`src/rtl/glitch_pkg.sv`:
```
// Shared definitions for the glitch trigger path: FSM state encoding and default widths.
package glitch_pkg;

  localparam int CNT_W_DEF       = 24;
  localparam int PW_W_DEF        = 8;
  localparam int REP_W_DEF       = 8;
  localparam int SYNC_STAGES_DEF = 2;
  localparam int TO_W_DEF        = 32;

  localparam logic [2:0] ST_IDLE  = 3'd0;
  localparam logic [2:0] ST_ARMED = 3'd1;
  localparam logic [2:0] ST_DELAY = 3'd2;
  localparam logic [2:0] ST_PULSE = 3'd3;
  localparam logic [2:0] ST_GAP   = 3'd4;
  localparam logic [2:0] ST_DONE  = 3'd5;

  typedef enum logic [2:0] {
    IDLE  = ST_IDLE,
    ARMED = ST_ARMED,
    DELAY = ST_DELAY,
    PULSE = ST_PULSE,
    GAP   = ST_GAP,
    DONE  = ST_DONE
  } state_e;

endpackage

```
`src/rtl/glitch_trigger_delay_if.sv`:
```
// Software/target-facing bundle of the trigger delay: arm/abort control, config, target event, status.
interface glitch_trigger_delay_if
  import glitch_pkg::*;
#(
  parameter int CNT_W = CNT_W_DEF,
  parameter int PW_W  = PW_W_DEF,
  parameter int REP_W = REP_W_DEF,
  parameter int TO_W  = TO_W_DEF
);

  logic             arm;
  logic             abort;
  logic             ext_trig;
  logic             edge_sel;
  logic [CNT_W-1:0] cfg_delay;
  logic [PW_W-1:0]  cfg_width;
  logic [REP_W-1:0] cfg_repeat;
  logic [CNT_W-1:0] cfg_gap;
  logic [TO_W-1:0]  cfg_timeout;
  logic             trig;
  logic             armed;
  logic             busy;
  logic             done;
  logic             timed_out;

  modport master (
    output arm, abort, ext_trig, edge_sel,
    output cfg_delay, cfg_width, cfg_repeat, cfg_gap, cfg_timeout,
    input  trig, armed, busy, done, timed_out
  );

  modport slave (
    input  arm, abort, ext_trig, edge_sel,
    input  cfg_delay, cfg_width, cfg_repeat, cfg_gap, cfg_timeout,
    output trig, armed, busy, done, timed_out
  );

endinterface

```
`src/rtl/sync_edge_detect.sv`:
```
// Synchronises an async level into clk and flags one selected edge (rising or falling).
// edge_o is combinational from the last sync flop and one history flop: SYNC_STAGES cycles after the input moves.
module sync_edge_detect #(
  parameter int SYNC_STAGES = 2
) (
  input  logic clk,
  input  logic rst,
  input  logic async_i,
  input  logic fall_i,
  output logic edge_o
);

  logic [SYNC_STAGES-1:0] sync_q;
  logic                   prev_q;
  logic                   lvl;

  assign lvl = sync_q[SYNC_STAGES-1];

  always_ff @(posedge clk) begin
    if (rst) begin
      sync_q <= '0;
      prev_q <= 1'b0;
    end else begin
      sync_q <= {sync_q[SYNC_STAGES-2:0], async_i};
      prev_q <= lvl;
    end
  end

  assign edge_o = fall_i ? (prev_q & ~lvl) : (~prev_q & lvl);

endmodule

```
`src/rtl/glitch_trigger_delay.sv`:
```
// Armed target-event delay and trig burst generator; all status/trig outputs are flops of next state.
// First trig rises cfg_delay+1 cycles after the synchronised edge; ARMED timeout exists only with GLITCH_TRIG_TIMEOUT_EN.
module glitch_trigger_delay
  import glitch_pkg::*;
#(
  parameter int CNT_W       = CNT_W_DEF,
  parameter int PW_W        = PW_W_DEF,
  parameter int REP_W       = REP_W_DEF,
  parameter int SYNC_STAGES = SYNC_STAGES_DEF,
  parameter int TO_W        = TO_W_DEF
) (
  input logic                   clk,
  input logic                   rst,
  glitch_trigger_delay_if.slave bus
);

  state_e           state_q, state_d;
  logic [CNT_W-1:0] cnt_q, cnt_d;
  logic [REP_W-1:0] rep_q, rep_d;
  logic [CNT_W-1:0] dly_q;
  logic [CNT_W-1:0] gap_m1_q;
  logic [PW_W-1:0]  wid_m1_q;
  logic             sel_q;
  logic             edge_det;
  logic             arm_take;
  logic             to_hit;
  logic             trig_q, armed_q, busy_q, done_q, timed_out_q;

  sync_edge_detect #(
    .SYNC_STAGES(SYNC_STAGES)
  ) u_sync_edge (
    .clk    (clk),
    .rst    (rst),
    .async_i(bus.ext_trig),
    .fall_i (sel_q),
    .edge_o (edge_det)
  );

  assign arm_take = (state_q == IDLE) && bus.arm && !bus.abort;

`ifdef GLITCH_TRIG_TIMEOUT_EN
  logic [TO_W-1:0] tcnt_q, tcnt_d;
  logic            to_en_q;
`else
  logic [TO_W-1:0] unused_timeout;
  assign unused_timeout = bus.cfg_timeout;
`endif

  always_comb begin
    state_d = state_q;
    cnt_d   = cnt_q;
    rep_d   = rep_q;
    to_hit  = 1'b0;
`ifdef GLITCH_TRIG_TIMEOUT_EN
    tcnt_d  = tcnt_q;
`endif
    case (state_q)
      IDLE: begin
        if (bus.arm) state_d = ARMED;
      end
      ARMED: begin
        // An edge in the timeout cycle takes priority over the timeout.
        if (edge_det) begin
          if (dly_q == '0) begin
            state_d = PULSE;
            cnt_d   = CNT_W'(wid_m1_q);
          end else begin
            state_d = DELAY;
            cnt_d   = dly_q - CNT_W'(1);
          end
        end
`ifdef GLITCH_TRIG_TIMEOUT_EN
        else if (to_en_q && (tcnt_q == '0)) begin
          state_d = IDLE;
          to_hit  = 1'b1;
        end else begin
          tcnt_d = tcnt_q - TO_W'(1);
        end
`endif
      end
      DELAY: begin
        if (cnt_q == '0) begin
          state_d = PULSE;
          cnt_d   = CNT_W'(wid_m1_q);
        end else begin
          cnt_d = cnt_q - CNT_W'(1);
        end
      end
      PULSE: begin
        if (cnt_q == '0) begin
          if (rep_q != '0) begin
            state_d = GAP;
            cnt_d   = gap_m1_q;
            rep_d   = rep_q - REP_W'(1);
          end else begin
            state_d = DONE;
          end
        end else begin
          cnt_d = cnt_q - CNT_W'(1);
        end
      end
      GAP: begin
        if (cnt_q == '0) begin
          state_d = PULSE;
          cnt_d   = CNT_W'(wid_m1_q);
        end else begin
          cnt_d = cnt_q - CNT_W'(1);
        end
      end
      DONE:    state_d = IDLE;
      default: state_d = IDLE;
    endcase
    if (bus.abort) begin
      state_d = IDLE;
      to_hit  = 1'b0;
    end
  end

  always_ff @(posedge clk) begin
    if (rst) begin
      state_q     <= IDLE;
      cnt_q       <= '0;
      rep_q       <= '0;
      dly_q       <= '0;
      gap_m1_q    <= '0;
      wid_m1_q    <= '0;
      sel_q       <= 1'b0;
      trig_q      <= 1'b0;
      armed_q     <= 1'b0;
      busy_q      <= 1'b0;
      done_q      <= 1'b0;
      timed_out_q <= 1'b0;
`ifdef GLITCH_TRIG_TIMEOUT_EN
      tcnt_q      <= '0;
      to_en_q     <= 1'b0;
`endif
    end else begin
      state_q     <= state_d;
      cnt_q       <= cnt_d;
      rep_q       <= rep_d;
      trig_q      <= (state_d == PULSE);
      armed_q     <= (state_d == ARMED);
      busy_q      <= (state_d inside {DELAY, PULSE, GAP});
      done_q      <= (state_d == DONE);
      timed_out_q <= to_hit;
`ifdef GLITCH_TRIG_TIMEOUT_EN
      tcnt_q      <= tcnt_d;
`endif
      // Zero-valued width/repeat/gap behave as one; store them pre-decremented.
      if (arm_take) begin
        dly_q    <= bus.cfg_delay;
        wid_m1_q <= (bus.cfg_width == '0) ? '0 : bus.cfg_width - PW_W'(1);
        gap_m1_q <= (bus.cfg_gap == '0) ? '0 : bus.cfg_gap - CNT_W'(1);
        rep_q    <= (bus.cfg_repeat == '0) ? '0 : bus.cfg_repeat - REP_W'(1);
        sel_q    <= bus.edge_sel;
`ifdef GLITCH_TRIG_TIMEOUT_EN
        tcnt_q   <= bus.cfg_timeout - TO_W'(1);
        to_en_q  <= (bus.cfg_timeout != '0);
`endif
      end
    end
  end

  assign bus.trig      = trig_q;
  assign bus.armed     = armed_q;
  assign bus.busy      = busy_q;
  assign bus.done      = done_q;
  assign bus.timed_out = timed_out_q;

endmodule

```
`src/flat_wrapper.sv`:
```
// flat-port wrapper written by rule: the top's interface ports become plain ports
module glitch_trigger_delay_flat import glitch_pkg::*;
#(
  parameter int CNT_W       = CNT_W_DEF,
  parameter int PW_W        = PW_W_DEF,
  parameter int REP_W       = REP_W_DEF,
  parameter int SYNC_STAGES = SYNC_STAGES_DEF,
  parameter int TO_W        = TO_W_DEF
)
  (clk, rst, bus_arm, bus_abort, bus_ext_trig, bus_edge_sel, bus_cfg_delay, bus_cfg_width, bus_cfg_repeat, bus_cfg_gap, bus_cfg_timeout, bus_trig, bus_armed, bus_busy, bus_done, bus_timed_out);
  glitch_trigger_delay_if #(.CNT_W(CNT_W), .PW_W(PW_W), .REP_W(REP_W), .TO_W(TO_W)) bus_i ();
  input logic clk;
  input logic rst;
  input wire logic [$bits(bus_i.arm)-1:0] bus_arm;
  input wire logic [$bits(bus_i.abort)-1:0] bus_abort;
  input wire logic [$bits(bus_i.ext_trig)-1:0] bus_ext_trig;
  input wire logic [$bits(bus_i.edge_sel)-1:0] bus_edge_sel;
  input wire logic [$bits(bus_i.cfg_delay)-1:0] bus_cfg_delay;
  input wire logic [$bits(bus_i.cfg_width)-1:0] bus_cfg_width;
  input wire logic [$bits(bus_i.cfg_repeat)-1:0] bus_cfg_repeat;
  input wire logic [$bits(bus_i.cfg_gap)-1:0] bus_cfg_gap;
  input wire logic [$bits(bus_i.cfg_timeout)-1:0] bus_cfg_timeout;
  output wire logic [$bits(bus_i.trig)-1:0] bus_trig;
  output wire logic [$bits(bus_i.armed)-1:0] bus_armed;
  output wire logic [$bits(bus_i.busy)-1:0] bus_busy;
  output wire logic [$bits(bus_i.done)-1:0] bus_done;
  output wire logic [$bits(bus_i.timed_out)-1:0] bus_timed_out;
  assign bus_i.arm = bus_arm;
  assign bus_i.abort = bus_abort;
  assign bus_i.ext_trig = bus_ext_trig;
  assign bus_i.edge_sel = bus_edge_sel;
  assign bus_i.cfg_delay = bus_cfg_delay;
  assign bus_i.cfg_width = bus_cfg_width;
  assign bus_i.cfg_repeat = bus_cfg_repeat;
  assign bus_i.cfg_gap = bus_cfg_gap;
  assign bus_i.cfg_timeout = bus_cfg_timeout;
  assign bus_trig = bus_i.trig;
  assign bus_armed = bus_i.armed;
  assign bus_busy = bus_i.busy;
  assign bus_done = bus_i.done;
  assign bus_timed_out = bus_i.timed_out;
  glitch_trigger_delay #(.CNT_W(CNT_W), .PW_W(PW_W), .REP_W(REP_W), .SYNC_STAGES(SYNC_STAGES), .TO_W(TO_W)) u_core (.clk(clk), .rst(rst), .bus(bus_i));
endmodule
```
`config.mk`:
```
export PLATFORM = sky130hd
export DESIGN_NAME = glitch_trigger_delay_flat
export DESIGN_NICKNAME = d
export VERILOG_FILES = /design/src/rtl/glitch_pkg.sv /design/src/rtl/glitch_trigger_delay_if.sv /design/src/rtl/sync_edge_detect.sv /design/src/rtl/glitch_trigger_delay.sv /design/src/flat_wrapper.sv
export SDC_FILE = /design/constraint.sdc
export NUM_CORES = 1
export LEC_CHECK = 0
export CORE_ASPECT_RATIO = 0.75
export CORE_MARGIN = 2
export CORE_UTILIZATION = 50
export CTS_BUF_LIST = sky130_fd_sc_hd__clkbuf_4
export DETAILED_ROUTE_END_ITERATION = 7
export GPL_TIMING_DRIVEN = 0
export PLACE_DENSITY_LB_ADDON = 0.3
export SLEW_MARGIN = 0
export SYNTH_ARGS = -nofsm -noshare
export SYNTH_HDL_FRONTEND = slang
export SYNTH_SLANG_ARGS = --single-unit
```
`constraint.sdc`:
```
create_clock -name clk -period 5 [get_ports clk]
set_clock_uncertainty 0.1 [all_clocks]
set_input_delay 1 -clock clk [delete_from_list [all_inputs] [get_ports clk]]
set_output_delay 1 -clock clk [all_outputs]
set_load 0.05 [all_outputs]
```
# == Word level (Yosys, flattened, before mapping) ==
# Index checks and enable logic that the tools add are counted.
# word_totals
regBits,99
latchBits,0
mem_bits_rw,0
romBits,0
inputBits,102
output_inout_bits,5
n_memories,0
# classes
addsub,6
mul,0
div,0
order_cmp,0
eq_ne,11
shift,0
n_mux,22
n_bitwise,4
n_reduce_logical,18
# op_table
op,count
2-to-1 mux 24 bit,6
zero test 24 bit,3
one-hot mux 24 bit (3 select lines),1
"subtractor 24 x 1 -> 24 bit, second input constant",3
2-to-1 mux 8 bit,6
"subtractor 8 x 1 -> 8 bit, second input constant",3
zero test 8 bit,2
2-to-1 mux 3 bit,5
"== test 3 x 2 -> 1 bit, second input constant",4
one-hot mux 3 bit (4 select lines),1
"== test 3 bit, second input constant",3
nonzero test 8 bit,1
"== test 3 x 1 -> 1 bit, second input constant",2
AND reduction 3 bit,2
nonzero test 2 bit,3
nonzero test 3 bit,2
zero test 3 bit,1
2-to-1 mux 1 bit,3
"!= test 3 bit, second input constant",1
AND 1 bit,2
logical AND 1 bit,2
"!= test 2 x 1 -> 1 bit, second input constant",1
inverter 1 bit,2
OR reduction 2 bit,1
zero test 1 bit,1

# == Longest topological paths before layout ==
# Gate-level depths: netlist of run 1.
# depth
ltp_word,8
mapped_depth,10
mapped_depth_nobuf,8

# == Hierarchy ==
# A second synthesis of run 1 with hierarchy kept.
# hier_totals
hier_cells,760
area_unflattened_um2,5952.0
# by_module_without_submodules
mod,instances,cells_each,area_each_um2
glitch_trigger_delay,1,751,5850.6
sync_edge_detect,1,9,101.3

# == Worst setup path after synthesis of run 1 ==
# OpenSTA, ideal clock, no wires.
# synth_path
path_kind,input-to-reg
startpoint,input bus_cfg_gap[0]
endpoint,register u_core.gap_m1_q[11]
arrival_time_ps,2691
required_time_ps,4772
slack_ps,2082
stages,8
cell_sequence,inv_1 ha_1 or4b_1 nor3_2 nand3_1 clkbuf_1 a31oi_1 nor2_1
# synth_via
elab_chain_cells,2
# synth_lines
element,line,source
from (decl),flat_wrapper.sv:21,input wire logic [$bits(bus_i.cfg_gap)-1:0] bus_cfg_gap;
subtractor 24 x 1 -> 24 bit or zero test 24 bit (tied branches),glitch_trigger_delay.sv:153,gap_m1_q <= (bus.cfg_gap == '0) ? '0 : bus.cfg_gap - CNT_W'(1);
2-to-1 mux 24 bit *,glitch_trigger_delay.sv:153,
to (signal assigned),glitch_trigger_delay.sv:153,
to (decl),glitch_trigger_delay.sv:21,logic [CNT_W-1:0] gap_m1_q;
# Every way passes the cells marked *; elsewhere a longest branch is shown, timed or not.
# A chain may end at the register's enable or synchronous reset.

# == Final worst setup path of run 1 ==
# Ends and elaborated chain as after synthesis.

==> results of run 1 <==
-- synth_stat cells (12+ instances only) --
cell,count
a211oi_1,12
a21oi_1,51
a22oi_1,16
a311oi_1,16
clkbuf_1,35
dfxtp_1,99
inv_1,16
nand2_1,114
nand3_1,25
nor2_1,102
nor3_1,28
nor4_1,13
o21ai_0,21
xnor2_1,24
xor2_1,36
-- logic make-up (layout without fill, tap and decap cells) --
logic type,count (synthesis),after routing,share of synthesized area (%)
fa+ha+maj,9,9,1.85
compound gates,173,173,19.6
buf+inv,64,152,4.29
mux,15,15,2.59
other cells,1,1,0.0615
xor+xnor,60,60,8.62
simple gates,361,361,30.5
flops,99,99,32.5
-- area by class of cell --
| class | instances | area (µm²) | area share [%] |
|---|---|---|---|
| buffer | 48 | 201 | 2.82 |
| clock buffer | 9 | 67.6 | 0.944 |
| clock inverter | 7 | 67.6 | 0.944 |
| inverter | 16 | 60.1 | 0.839 |
| multi-input combinational | 619 | 3850 | 53.9 |
| sequential | 99 | 1980 | 27.7 |
| tap | 162 | 203 | 2.83 |
| timing repair buffer | 72 | 721 | 10.1 |
-- routing by layer --
layer,vias to the layer above,global-route usage (%),wire (µm)
met5,-,0,0
met4,0,8.11,296
met3,30,5.61,1460
met2,258,44.9,8240
met1,2965,40.9,8770
li1,2989,-,-
-- power groups by stage --
stage | combinational (mW) | sequential, mW | clock, mW
after floorplan | 0.369 | 0.865 | 0
after global placement | 0.535 | 0.871 | 0
after detailed placement | 0.546 | 0.873 | 0
after CTS | 0.550 | 0.856 | 0.437
after global routing | 0.609 | 0.862 | 0.467
final | 0.561 | 0.857 | 0.433
-- placed cells by master (no fill, tap or decap), types with 5 or more instances in the layout --
| master | count |
|---|---|
| a211oi_1 | 12 |
| ha_1 | 9 |
| or4_1 | 9 |
| mux2_2 | 5 |
| clkbuf_1 | 35 |
| nor2b_1 | 8 |
| nor2_1 | 102 |
| nor4_1 | 13 |
| a22oi_1 | 16 |
| buf_2 | 5 |
| o31ai_1 | 7 |
| dfxtp_1 | 99 |
| xor2_1 | 36 |
| inv_1 | 16 |
| xnor2_1 | 24 |
| o211ai_1 | 8 |
| mux2i_1 | 9 |
| a221o_1 | 7 |
| a21oi_1 | 51 |
| nand2_1 | 114 |
| o21ai_0 | 21 |
| nand2b_1 | 8 |
| clkbuf_4 | 9 |
| nand3_1 | 25 |
| clkdlybuf4s50_1 | 72 |
| nor4_4 | 5 |
| a311oi_1 | 16 |
| nor3_1 | 28 |
| or3_1 | 7 |
-- final timing paths --
kind,start,to,cells past startpoint
min,u_core.u_sync_edge.sync_q[0]$_SDFF_PP0_,u_core.u_sync_edge.sync_q[1]$_SDFF_PP0_,1
max reg2reg,u_core.rep_q[0]$_SDFFE_PP0P_,u_core.cnt_q[2]$_SDFFE_PP0P_,8
max,bus_cfg_gap[0],u_core.gap_m1_q[11]$_SDFFE_PP0P_,9
min reg2reg,u_core.u_sync_edge.sync_q[0]$_SDFF_PP0_,u_core.u_sync_edge.sync_q[1]$_SDFF_PP0_,1
-- state kept, by name (all words and copies together), names as in the netlist --
| name | cells |
|---|---|
| u_core.cnt_q | 24 |
| u_core.dly_q | 24 |
| u_core.gap_m1_q | 24 |
| u_core.rep_q | 8 |
| u_core.wid_m1_q | 8 |
| u_core.state_q | 3 |
| u_core.u_sync_edge.sync_q | 2 |
| u_core.bus.armed | 1 |
| u_core.bus.busy | 1 |
| u_core.bus.done | 1 |
| u_core.bus.trig | 1 |
| u_core.sel_q | 1 |
| u_core.u_sync_edge.prev_q | 1 |
-- critical path, cell delays in order --
cell             delay, ns
clkdlybuf4s50_1       0.45
inv_1                 0.08
ha_1                  0.19
or4b_1                0.53
nor3_2                0.48
nand3_1               0.29
clkbuf_1              0.30
a31oi_1               0.22
nor2_1                0.06
-- metrics by stage --
stage,hold WS [ns],power [mW]
floorplan,0.314,1.23
global placement,0.331,1.41
detailed placement,0.331,1.42
CTS,0.364,1.84
global route,0.384,1.94
finish,0.361,1.85
==> flow_summary_export.csv, run 1 <==
group,metric,value,unit
status,outcome,"complete, no violations",
place,place.gp.congestion,0.964,
critical_path,start_kind,"input pin",
clocking,cts_root_buffer,"clkbuf_4",
sta,layout_setup_ws,1.64,ns
place,place_ws,1.17,ns
route,ant_nets,0,
die,boundaryPins,107,
sta,tightest_slew,1.06,ns
global_routing,grt_pass1_vias,5842,
die,rows,34,
layout,postLayoutCellArea,7160,µm²
synth,synth_top_cell_by_area,"dfxtp_1",
critical_path,cp_data_arrival_time,3.61,ns
synth,ys_seq_elements,99,
job,max_cap_viol_count,0,
synth,synthCells,782,
die,start_util,51.9,%
pwr,pwr-share-clk,23.4,%
sta,setup_viol,0,
pwr,p_int,1.21,mW
pwr,seqPwrFrac,46.3,%
global_routing,grt_overflow_total,0,
layout,area_growth,17.4,%
layout,nNetsFinal,976,
sta,finalSetupTns,0,ns
synth,ys.warnings.count,0,
pwr,p_sw_share,34.7,%
critical_path,end_kind,"flip-flop",
clocking,post_cts_buffers,0,
die,die_y,99.6,µm
critical_path,rrSetupSlack,2.12,ns
global_routing,antenna_found_initial,0,
sta,hold_viol,0,
synth,synth_area_per_cell,7.80,µm²
layout,fillers,1102,
place,dp_cells,1016,
die,dieArea,13100,µm²
sta,drv_slew,0,
synth,syn_nets,893,
route,avgViaCountPerCell,6.05,
place,portBuffers,72,
place,hpwl,14.7,mm
clocking,cts_made_buffers,9,
route,drc,0,
sta,timing.fmax,0.298,GHz
layout,diodes,0,
die,core,11700,µm²
synth,synth.area.top_cells,"dfxtp_1 33%, nand2_1 7.0%, nor2_1 6.3%",
route,wl,18.8,mm
synth,ys_seq_area_share,32.5,%
clocking,h-tree-depth,3,
synth,async_flop_share,0,%
clocking,cts.sinks,99,
min_path,min_path_type,"reg -> reg",
global_routing,grt_pass1_wl,30.0,mm
global_routing,grt_max_degree,17,
clocking,clk_latency,0.47,ns
pwr,comb_power_share,30.3,%
clocking,clock_path_buffers,2,
pwr,p_sw,643,µW
clocking,ctsResizeCount,0,
pwr,p_leak,2.65,nW
global_routing,track_usage,28.8,%
place,placed_cell_area,7020,µm²
synth,synth_edf_count,0,
synth,ys_types,72,
synth,synthFlopType,"dfxtp_1",
route,drt_iter0_drc,517,
critical_path,cp.required,5.25,ns
route,via_count,6242,
route,routedWlPerCell,18.2,µm
clocking,path_clk_slew,0.15,ns
sta,fin_crit_sh,67.1,%
layout,fin_cells,1032,
route,dr.pass1.iters,5,
sta,max_slew_margin,28.9,%
layout,drive_gt1_share,5.75,%
clocking,holdBufCountCts,0,
layout,final_util,60.9,%
clocking,cts_tree,"done",
pwr,pwr_density_cell,259,nW/µm²
sta,rsz0062_at_grt,"no",
synth,syn-cell-area,6100,µm²
critical_path,crit_fanout,10,
pwr,ir_drop,0.000140,V
critical_path,path_class,"in -> reg",
sta,post-route-min-period,3.36,ns
synth,synthDominantCellAreaShare,32.5,%
die,die_w,132,µm
Power figures use the tool's default switching activity.
==> run 2, diff against run 1 <==
==> constraint.sdc (replaced) <==
create_clock -name clk -period 3.3 [get_ports clk]
set_clock_uncertainty 0.1 [all_clocks]
set_input_delay 0.66 -clock clk [delete_from_list [all_inputs] [get_ports clk]]
set_output_delay 0.66 -clock clk [all_outputs]
set_load 0.05 [all_outputs]
==> results of run 2 <==
Same layout as run 1 (identical final DEF). Status: complete, no violations.
Main changes from that run: setup slack after placement 1.17 ns -> -0.193 ns; setup slack after layout 1.64 ns -> 0.283 ns; register-to-register setup slack 2.12 ns -> 0.42 ns; total power 1.85 mW -> 2.80 mW; worst IR drop on VDD 0.000140 V -> 0.000212 V
